===== src/rtl/if_id_pipe_reg.sv =====
// IF/ID pipeline register: 2-entry in-order skid buffer with a valid/ready handshake, a hazard stall and a squash.
// Optional build macro IFID_BUBBLE_NOP_EN drives NOP_INST with opc 0 onto the ID side whenever out_valid is 0.
module if_id_pipe_reg #(
    parameter int                DATA_W   = 32,
    parameter int                PC_W     = 9,
    parameter logic [DATA_W-1:0] NOP_INST = 32'h00000013
) (
    input  logic              clk,
    input  logic              rst,
    input  logic              in_valid,
    output logic              in_ready,
    input  logic [DATA_W-1:0] inst_in,
    input  logic [PC_W-1:0]   ipc,
    input  logic              Pause,
    input  logic              Flush,
    output logic              out_valid,
    input  logic              out_ready,
    output logic [DATA_W-1:0] inst_out,
    output logic [PC_W-1:0]   opc
);

    typedef enum logic [1:0] {
        EMPTY = 2'b00,
        ONE   = 2'b01,
        FULL  = 2'b10
    } occ_t;

    occ_t              state_r, state_s;
    logic [DATA_W-1:0] head_inst_r, head_inst_s;
    logic [PC_W-1:0]   head_pc_r, head_pc_s;
    logic [DATA_W-1:0] skid_inst_r, skid_inst_s;
    logic [PC_W-1:0]   skid_pc_r, skid_pc_s;
    logic              push_s;
    logic              pop_s;

    // Handshake flags depend on occupancy only, so ready never depends combinationally on out_ready or Pause.
    always_comb begin
        in_ready  = (state_r != FULL);
        out_valid = (state_r != EMPTY);
        push_s    = in_valid && in_ready;
        pop_s     = out_valid && out_ready && !Pause;
    end

    // Next occupancy and entry contents; Flush empties and clears both entries, and it overrides Pause.
    always_comb begin
        state_s     = state_r;
        head_inst_s = head_inst_r;
        head_pc_s   = head_pc_r;
        skid_inst_s = skid_inst_r;
        skid_pc_s   = skid_pc_r;
        if (Flush) begin
            state_s     = EMPTY;
            head_inst_s = {DATA_W{1'b0}};
            head_pc_s   = {PC_W{1'b0}};
            skid_inst_s = {DATA_W{1'b0}};
            skid_pc_s   = {PC_W{1'b0}};
        end else begin
            case (state_r)
                EMPTY: begin
                    if (push_s) begin
                        state_s     = ONE;
                        head_inst_s = inst_in;
                        head_pc_s   = ipc;
                    end else begin
                        state_s = EMPTY;
                    end
                end
                ONE: begin
                    if (push_s && pop_s) begin
                        head_inst_s = inst_in;
                        head_pc_s   = ipc;
                    end else if (push_s) begin
                        state_s     = FULL;
                        skid_inst_s = inst_in;
                        skid_pc_s   = ipc;
                    end else if (pop_s) begin
                        state_s = EMPTY;
                    end else begin
                        state_s = ONE;
                    end
                end
                FULL: begin
                    // in_ready is low in FULL, so a pop is the only possible event here.
                    if (pop_s) begin
                        state_s     = ONE;
                        head_inst_s = skid_inst_r;
                        head_pc_s   = skid_pc_r;
                    end else begin
                        state_s = FULL;
                    end
                end
                default: begin
                    state_s     = EMPTY;
                    head_inst_s = {DATA_W{1'b0}};
                    head_pc_s   = {PC_W{1'b0}};
                    skid_inst_s = {DATA_W{1'b0}};
                    skid_pc_s   = {PC_W{1'b0}};
                end
            endcase
        end
    end

    // State register on the falling edge; rst overrides every other input.
    always_ff @(negedge clk) begin
        if (rst) begin
            state_r     <= EMPTY;
            head_inst_r <= {DATA_W{1'b0}};
            head_pc_r   <= {PC_W{1'b0}};
            skid_inst_r <= {DATA_W{1'b0}};
            skid_pc_r   <= {PC_W{1'b0}};
        end else begin
            state_r     <= state_s;
            head_inst_r <= head_inst_s;
            head_pc_r   <= head_pc_s;
            skid_inst_r <= skid_inst_s;
            skid_pc_r   <= skid_pc_s;
        end
    end

    // Output side: head entry, or a bubble while the buffer is empty.
`ifdef IFID_BUBBLE_NOP_EN
    always_comb begin
        if (out_valid) begin
            inst_out = head_inst_r;
            opc      = head_pc_r;
        end else begin
            inst_out = NOP_INST;
            opc      = {PC_W{1'b0}};
        end
    end
`else
    always_comb begin
        inst_out = head_inst_r;
        opc      = head_pc_r;
    end
`endif

endmodule


===== config.mk =====
export PLATFORM = sky130hd
export DESIGN_NAME = if_id_pipe_reg
export DESIGN_NICKNAME = d
export VERILOG_FILES = /design/src/rtl/if_id_pipe_reg.sv
export SDC_FILE = /design/constraint.sdc
export NUM_CORES = 1
export LEC_CHECK = 0
export ABC_CLOCK_PERIOD_IN_PS = 1500
export CAP_MARGIN = 20
export CORE_MARGIN = 1
export CORE_UTILIZATION = 35
export DETAILED_ROUTE_END_ITERATION = 7
export GPL_TIMING_DRIVEN = 0
export PLACE_DENSITY = 0.65
export SETUP_SLACK_MARGIN = 0.05
export SYNTH_ARGS = -nofsm -noshare
export SYNTH_HDL_FRONTEND = slang
export SYNTH_SLANG_ARGS = --single-unit

===== constraint.sdc =====
create_clock -name clk -period 1.5 [get_ports clk]
set_input_delay 0.15 -clock clk [delete_from_list [all_inputs] [get_ports clk]]
set_output_delay 0.15 -clock clk [all_outputs]
set_load 0.01 [all_outputs]

# [Yosys cells after proc, flatten, opt, wreduce, memory -nomap -nowiden]
# Index checks and enable logic that the tools add are counted.
[word_totals] input_bits=47 regBits=84 output_inout_bits=43
[classes] n_bitwise=1 n_reduce_logical=11 muxes=18 n_eq_ne=8
[ops] op="$mux W32" n=4
[ops] op="$pmux W32 S3" n=1
[ops] op="$pmux W32 S2" n=1
[ops] op="$mux W9" n=4
[ops] op="$pmux W9 S3" n=1
[ops] op="$pmux W9 S2" n=1
[ops] op="$ne A2 B2 Y1 const B" n=6
[ops] op="$mux W2" n=3
[ops] op="$pmux W2 S3" n=1
[ops] op="$reduce_and A3 Y1" n=2
[ops] op="$logic_and A1 B1 Y1" n=4
[ops] op="$reduce_or A2 Y1" n=2
[ops] op="$eq A2 B1 Y1 const B" n=1
[ops] op="$eq A2 B2 Y1 const B" n=1
[ops] op="$logic_not A2 Y1" n=1
[ops] op="$mux W1" n=2
[ops] op="$reduce_bool A2 Y1" n=1
[ops] op="$logic_not A1 Y1" n=1
[ops] op="$not A1 Y1" n=1

# [Longest topological paths before layout]
[depth] word_depth=7 depth_mapped=6 depth_no_buf=4

==> flow_summary.json <==
{
  "outcome": "complete, but fails checks",
  "violations": "negative setup slack",
  "hpwl_mm": 7.386,
  "synth.distinct_cells": 24,
  "ys_seq_area_share_pct": 45.06,
  "synth_edf_count": 0,
  "synth_nets": 488,
  "cts_max_level": 3,
  "worst-endpoint-required_ns": 1.35,
  "synthCells": 441,
  "nFillCells": 819,
  "async_flop_share_pct": 0,
  "power_density_nw_per_um2": 878.9,
  "root_buffer": "clkbuf_8",
  "area_growth_pct": 78.08,
  "avgSynthCellArea_sq_um": 8.463,
  "num-nets-final": 729,
  "fin_cells": 823,
  "io_buffers": 89,
  "hold_viol": 0,
  "grt-ovfl-total": 0,
  "grt_pass1_vias": 4390,
  "synth_xor_area_share_pct": 0,
  "cp-end-kind": "output pin",
  "initialDrtViolationCount": 284,
  "grt_max_degree": 15,
  "synth_mux_area_share_pct": 0,
  "dp_cells": 666,
  "gp_congestion": 0.7648,
  "cts_buffer_depth": 2,
  "cp-start-kind": "register",
  "min_path_type": "reg2reg",
  "path_class": "reg2out",
  "grt_first_pass_wirelength_mm": 20.25,
  "die_width_um": 105.3,
  "core_area_sq_um": 10320,
  "synthFlopType": "dfxtp_1",
  "wirelength_mm": 14.66,
  "drive_gt1_share_pct": 38.28,
  "cts_hold_buf": 0,
  "die_h_um": 105.3,
  "rr_worst_depth": 8,
  "whs_path_depth": 2,
  "rsz0062_at_grt": "true",
  "rows": 37,
  "synth-compound-area-share_pct": 27.49,
  "antenna_cells_inserted": 0,
  "synth-simple-area-share_pct": 21.42,
  "route.detailed.drc": 0,
  "p_leak_nw": 2.848,
  "drv_slew": 0,
  "setup_ws_ns": -0.7670,
  "synth_top_family_by_area": "compound AO/OA/AOI/OAI gates",
  "dr.pass1.iters": 4,
  "ir_worst_vdd_mv": 0.5970,
  "synth_fa_ha_area_share_pct": 0,
  "wl_per_cell_um": 17.82,
  "drt.antenna.violating_nets": 0,
  "clk_pin_slew_worst_paths_ns": 0.05,
  "grt_antenna_before_repair": 0,
  "num_io_pins": 90,
  "slew_headroom_pct": 65.63,
  "fin_util_pct": 64.38,
  "setup_viol": 125,
  "skew_ns": 0.02818,
  "gr-usage-all-layers_pct": 22.99,
  "worstPathMaxFanout": 3,
  "post-place-ws_ns": -1.107,
  "dieArea_sq_um": 11080,
  "clock_sinks": 84,
  "start_util_pct": 36.15,
  "syn-cell-area_sq_um": 3732,
  "viasPerCell": 5.475,
  "worst_pin_slew_ns": 0.5155,
  "drv_cap": 0,
  "clock_latency_ns": 0.43,
  "cp.arrival_ns": 2.12,
  "cts_tree": "yes",
  "num_vias": 4506,
  "cts_buffers": 9,
  "synth_warnings": 0,
  "ys_ff_latch": 84
}
-- state kept, by name (all words and copies together), names as in the netlist --
register,count
skid_pc_r,9
inst_out,32
state_r,2
skid_inst_r,32
opc,9
-- synthesized netlist by cell type (2+ instances only) --
library cell  number  area (sq um)
nor2_1             3         11.26
o221a_1           40         450.4
dfxtp_1           84          1682
buf_1              8         30.03
nand2_1          126         473.0
buf_2             15         75.07
clkbuf_1          20         75.07
buf_4              5         37.54
o22ai_1           82         513.0
nor2b_1           42         262.8
a211oi_1           2         15.01
or2_2              2         12.51
-- cells by family (layout without fill, tap and decap cells) --
group / count (synthesis) / after routing
DFF: 84 / 84
buffers and inverters: 50 / 294
and+or+nand+nor: 178 / 179
AOI/OAI and AO/OA: 129 / 130
-- power breakdown --
| group | internal (mW) | total (mW) | switching, mW |
|---|---|---|---|
| Clock | 0.905 | 2.47 | 1.57 |
| Combinational | 0.555 | 1.00 | 0.450 |
| Sequential | 2.32 | 2.37 | 0.0473 |
-- worst max-delay path, cell delays in order, from the launching register on --
cell and delay [ns]:
dfxtp_4 0.35, buf_8 0.12, buf_8 0.11, or2_4 0.24
buf_6 0.12
-- what timing repair did --
item | 4_1_cts | 5_1_grt
setup endpoints to repair | 127 | 126
gates cloned | 8 | 9
resized for setup | 340 | 99
buffers inserted | 28 | 16
pin swaps | 5 | 31
-- metal layers --
metal / global-route usage [%] / vias up / wire [um]
met5: 0 / - / 0
li1: - / 2074 / -
met2: 36.23 / 203 / 7397
met3: 6.988 / 46 / 942
met1: 27.55 / 2183 / 5833
met4: 13.58 / 0 / 489
-- placed cells by master (no fill, tap or decap), types with 3 or more instances in the layout --
cell             Yosys  layout
clkdlybuf4s50_1      0      40
clkbuf_4             0       3
nor2b_1             42      41
nor2_4               0       3
buf_8                0      15
clkbuf_2             0      12
inv_4                0       4
o221a_1             40      40
buf_6                0      65
buf_16               0       3
buf_2               15       3
o22ai_1             82      43
nand2_1            126     125
clkbuf_16            0       7
inv_1                1      85
dfxtp_1             84      41
dfxtp_2              0      41
o22ai_2              0      38
clkbuf_8             0      11
buf_4                5      37
-- path summary, 6_finish.rpt --
path / startpoint / endpoint / slack, ns
setup reg to reg: state_r[1]$_SDFFE_NP0P_ / inst_out[20]$_SDFFE_NP0P_ / -0.28
hold / removal: skid_inst_r[2]$_SDFFE_NP0P_ / skid_inst_r[2]$_SDFFE_NP0P_ / 0.47
hold reg to reg: skid_inst_r[2]$_SDFFE_NP0P_ / skid_inst_r[2]$_SDFFE_NP0P_ / 0.47
setup / recovery: state_r[1]$_SDFFE_NP0P_ / out_valid / -0.77
-- through the flow --
step	instance area, sq um	power [mW]	hold slack [ns]	TNS [ns]
floorplan	3805	3.072	0.4465	-27.98
global placement	4866	3.420	0.4533	-96.84
detailed placement	4866	3.426	0.4582	-97.23
CTS	5953	5.723	0.4653	-25.41
global route	6646	6.197	0.4930	-32.70
finish	6646	5.841	0.4731	-30.27
-- layout make-up --
class	count	area, sq um	share of cell area, %
inverters	1	3.754	0.05648
clock buffers	9	123.9	1.864
plain buffers	46	441.7	6.645
flip-flops and latches	84	1740	26.19
multi-input cells	309	2186	32.89
repair buffers	147	1619	24.36
clock inverters	91	361.6	5.441
well taps	136	170.2	2.560
Note: power is estimated with default switching activity, not from simulation.
==> edit 1: new RTL, config.mk and constraints unchanged <==
`PC_W`: 9 -> 10.
--- a/src/rtl/if_id_pipe_reg.sv
+++ b/src/rtl/if_id_pipe_reg.sv
@@ -2,7 +2,7 @@
 // Optional build macro IFID_BUBBLE_NOP_EN drives NOP_INST with opc 0 onto the ID side whenever out_valid is 0.
 module if_id_pipe_reg #(
     parameter int                DATA_W   = 32,
-    parameter int                PC_W     = 9,
+    parameter int                PC_W     = 10,
     parameter logic [DATA_W-1:0] NOP_INST = 32'h00000013
 ) (
     input  logic              clk,
Ports: changed (resized ipc and opc); port bits go from 90 to 92. No check against the original RTL was run, so the function may have changed too.
==> edit 1 against the unedited design <==
- the run still ends with negative setup slack left
- sequential power increased by 2%
- count of clock-buffer cells in the layout did not move
- sequential cell count grew 2
- via count decreased by 0.33%
- die area rose by 3.5%
- first-iteration DRC count fell by 15%
- power up 2.7%
- final cell count rose by 1.2%
- final area increased by 1.1%
- setup slack got worse by 98 ps
- area after synthesis is 3.6% higher
- global-route usage up 0.98 points
- routed wire length decreased by 5.0%
==> edit 1: results (changes against the unedited design) <==
Yosys
  – Yosys cell types: 25 (was 24)
  – Commonest cells in the netlist: nand2_1 (129), dfxtp_1 (86), o22ai_1 (84) (was nand2_1 (126), dfxtp_1 (84), o22ai_1 (82))
  – Mean Syn Cell Area: 8.55 µm² (was 8.46 µm²)
  – Synth top area cells: dfxtp_1 (45%), o22ai_1 (14%), nand2_1 (13%) (unchanged)
  – Net Count, Synth: 500 (was 488)
  – Main synth FF type: dfxtp_1 (unchanged)
  – Register area share after synthesis: 44.5% (was 45.1%)
  – Synth warn: 0 (unchanged)
  – FFs w/ async S/R, synth: 0% (unchanged)

Detailed routing
  – WL/cell: 16.7 µm (was 17.8 µm)
  – DR vias/cell: 5.39 (was 5.48)
  – Vias: 4491 (was 4506)
  – Drt first pass iters: 5 (was 4)
  – Drt first-iter violations: 240 (was 284)

Global routing
  – Initial antenna violation count: 0 (unchanged)
  – First-pass GRT wire length: 21.5 mm (was 20.3 mm)
  – Combined global-route utilization of all metal layers: 24.0% (was 23.0%)
  – Pin count of the biggest net entering global routing: 14 (was 15)
  – Vias in the first global route: 4563 (was 4390)

Run status
  – Run status: finished, violations left (unchanged)
  – Failing checks: negative setup slack (unchanged)

Finish
  – Nets: 738 (was 729)
  – ANT cells: 0 (unchanged)
  – Share of layout cells above drive strength 1: 37.1% (was 38.3%)

Clock tree
  – CTS root buffer: clkbuf_8 (unchanged)
  – CTS max path bufs: 2 (unchanged)
  – Clock-pin slew on the worst setup and hold paths: 70 ps (was 50 ps)
  – CTS buffer count: 9 (unchanged)
  – Clk Latency, worst-skew pair: 440 ps
  – H-tree depth: 3 (unchanged)

Worst setup path
  – Crit-path max FO: 2 (was 3)
  – CP Data Arrival Time: 2210 ps (was 2120 ps)
  – Critical path's slowest cell: dfxtp_2 (was dfxtp_4)
  – Critical Path Max Stage Delay: 340 ps
  – CP top delay family: buffers and inverters (was flip-flops)

STA
  – Setup TNS: -24090 ps (was -30270 ps)
  – Final Skew: 52.4 ps (was 28.2 ps)
  – Slew @ Worst Pin: 484 ps (was 515 ps)
  – Final setup violation count: 127 (was 125)
  – Worst Setup Slack, final: -865 ps (was -767 ps)

Power
  – VDD IR max: 0.645 mV (was 0.597 mV)
  – Static Leakage: 0.00284 µW (was 0.00285 µW)

Place
  – DP HPWL: 7.72 mm (was 7.39 mm)
  – Area of placed instances: 4990 µm² (was 4870 µm²)
  – Port buffer count: 90 (was 89)
  – Gpl congestion: 0.777 (was 0.765)
  – DP Cell Count: 682 (was 666)

Worst hold path
  – HP Class: reg2reg (unchanged)
-- edit 1: cell types whose count changed in the layout (fill, tap and decap cells not counted), moves of 3 or more --
cell,before,now
clkbuf_16,7,3
o22ai_4,1,6
buf_12,0,5
nand2_1,125,128
inv_4,4,1
buf_4,37,33
o22ai_2,38,34
buf_6,65,62
inv_1,85,88
-- edit 1: report_power, final --
group	internal, µW	total, µW	switching (µW)
clock	1060	2590	1540
combinational	544	983	439
sequential	2380	2420	46.8
total	3980	6000	2020
-- edit 1: worst min-delay path, cell delays in order, from the launching register on --
cell and delay [ps]:
dfxtp_1 300, nand2_1 50, o22ai_1 60
-- edit 1: cells by family after synthesis --
logic type             Yosys count  share of synthesized area, %
AO/OA/AOI/OAI                  132                          27.2
buffers and inverters           52                          6.93
flip-flops                      86                          44.5
AND/OR/NAND/NOR                182                          21.4
-- edit 1: per-layer routing --
metal	up-vias	routed length, µm	global-route usage [%]
met3	46	934	8.02
li1	2101	-	-
met4	0	431	13.4
met2	198	6900	39.8
met1	2146	5660	26.9
met5	-	0	0
-- edit 1: layout make-up --
cell class              instances  area, µm²
repair buffers                142       1530
well taps                     140        175
fillers                       853       4070
clock buffers                   9        124
flip-flops and latches         86       1780
inverters                       1       3.75
plain buffers                  49        493
multi-input cells             315       2240
clock inverters                91        380
-- edit 1: worst paths after layout --
path / slack, ps / end / startpoint / cells past startpoint
worst max-delay path: -860 / out_valid / state_r[1] / 5
worst min register to register: 460 / skid_inst_r[14] / skid_inst_r[14] / 2
worst min-delay path: 460 / skid_inst_r[14] / skid_inst_r[14] / 2
worst max register to register: -180 / inst_out[10] / state_r[1] / 8
-- edit 1: stage by stage --
step	setup WS [ps]	total power (µW)
floorplan	-362	3150
global placement	-1170	3500
detailed placement	-1180	3510
CTS	-815	5950
global route	-885	6340
finish	-865	6000
-- edit 1: what timing repair did --
action,in CTS,in global routing
hold buffers,0,0
setup endpoints to repair,130,130
cloned,12,0
pin swaps,9,21
setup buffers,40,8
resized for setup,392,53
==> edit 2: new RTL, same flow settings <==
Made on the original files. Reset style: asynchronous (`rst`), changed in one clocked block.
--- a/src/rtl/if_id_pipe_reg.sv
+++ b/src/rtl/if_id_pipe_reg.sv
@@ -101,7 +101,7 @@
     end
 
     // State register on the falling edge; rst overrides every other input.
-    always_ff @(negedge clk) begin
+    always_ff @(negedge clk or posedge rst) begin
         if (rst) begin
             state_r     <= EMPTY;
             head_inst_r <= {DATA_W{1'b0}};
Check against the original RTL: differs if rst is asserted again (counterexample within 4 cycles, from zero or initial values and one cycle with rst high); with rst held inactive, the same outputs for 4 cycles.
==> edit 2 against the unedited design <==
- the run still ends with negative setup slack left
- non-clock buffer count is 6 lower
- via count fell by 27%
- sequential cell count did not move
- synthesized cell count fell by 25%
- critical path depth unchanged
- routed wire length decreased by 26%
- area after synthesis is 3.1% lower
- setup slack better by 78 ps
- power decreased by 4.7%
- clock power shrank 40%
- final area shrank 7.4%
- utilization is 2.3 points lower
==> edit 2: results (changes against the unedited design) <==
Finish
  – Fillcell total: 797 (was 819)
  – Nets: 546 (was 729)
  – Buffers, non-clock: 187 (was 193)
  – Seq cells: 84 (unchanged)
  – Post-route core utilization: 62.1% (was 64.4%)
  – Non-clock inverters: 2 (was 1)
  – Clk cell area share: 2.85% (was 7.30%)
  – Non-clk buf share: 30.3% (was 31.0%)

Worst setup path
  – Crit-path max FO: 4 (was 3)
  – Worst r2r src: state_r[1] (unchanged)
  – CP startpoint: state_r[0] (was state_r[1])
  – Worst Reg2Reg Path Length in Cells: 11 (was 8)
  – R2r setup slk: -470 ps (was -280 ps)
  – FF-to-FF End: inst_out[3] (was inst_out[20])

STA
  – Final setup violation count: 125 (unchanged)
  – Final Skew: 5.68 ps (was 28.2 ps)
  – Worst Setup Slack, final: -689 ps (was -767 ps)

Run status
  – Failing checks: negative setup slack (unchanged)
  – Run status: finished, violations left (unchanged)

Global routing
  – Met1 GRT Util: 26.9% (was 27.6%)

Place
  – Gpl congestion: 0.728 (was 0.765)
  – Pre-CTS setup slack: -1150 ps (was -1110 ps)

Yosys
  – Synth top area cells: dfrtn_1 (58%), a22o_1 (7.5%), a22oi_1 (6.4%) (was dfxtp_1 (45%), o22ai_1 (14%), nand2_1 (13%))
  – Net Count, Synth: 377 (was 488)
  – Yosys cell types: 30 (was 24)

Power
  – VDD IR max: 0.564 mV (was 0.597 mV)
  – Static Leakage: 0.00305 µW (was 0.00285 µW)
  – PD cells: 905 nW/µm² (was 879 nW/µm²)

Detailed routing
  – Vias: 3275 (was 4506)
  – Met2 wire length: 5.49 mm (was 7.40 mm)
  – Drt first-iter violations: 117 (was 284)

Clock tree
  – Post-CTS Resized: 308 (was 340)
  – Clk Latency, worst-skew pair: 340 ps (was 430 ps)
edit 2: cell count changes in the layout (fill, tap and decap cells not counted), moves of 31 or more:
cell | before | now
nand2_1 | 125 | 24
inv_1 | 85 | 0
dfrtn_1 | 0 | 84
o22ai_1 | 43 | 0
buf_6 | 65 | 24
dfxtp_1 | 41 | 0
dfxtp_2 | 41 | 0
o21ai_2 | 0 | 40
o221a_1 | 40 | 0
buf_2 | 3 | 41
o22ai_2 | 38 | 0
a22o_1 | 0 | 31
a22oi_1 | 0 | 31
nor2b_1 | 41 | 10
edit 2: stage by stage:
| stage | instances | total power (µW) | hold slack [ps] |
|---|---|---|---|
| after global routing | 637 | 5790 | 448 |
| after global placement | 551 | 3510 | 416 |
| final | 637 | 5570 | 422 |
| after CTS | 618 | 5390 | 418 |
| after floorplan | 330 | 3020 | 403 |
| after detailed placement | 553 | 3530 | 423 |
edit 2: worst max-delay path, stage by stage (launching register included):
cell	delay, ps
dfrtn_1	340
buf_6	130
clkbuf_16	130
or2_4	240
buf_6	120
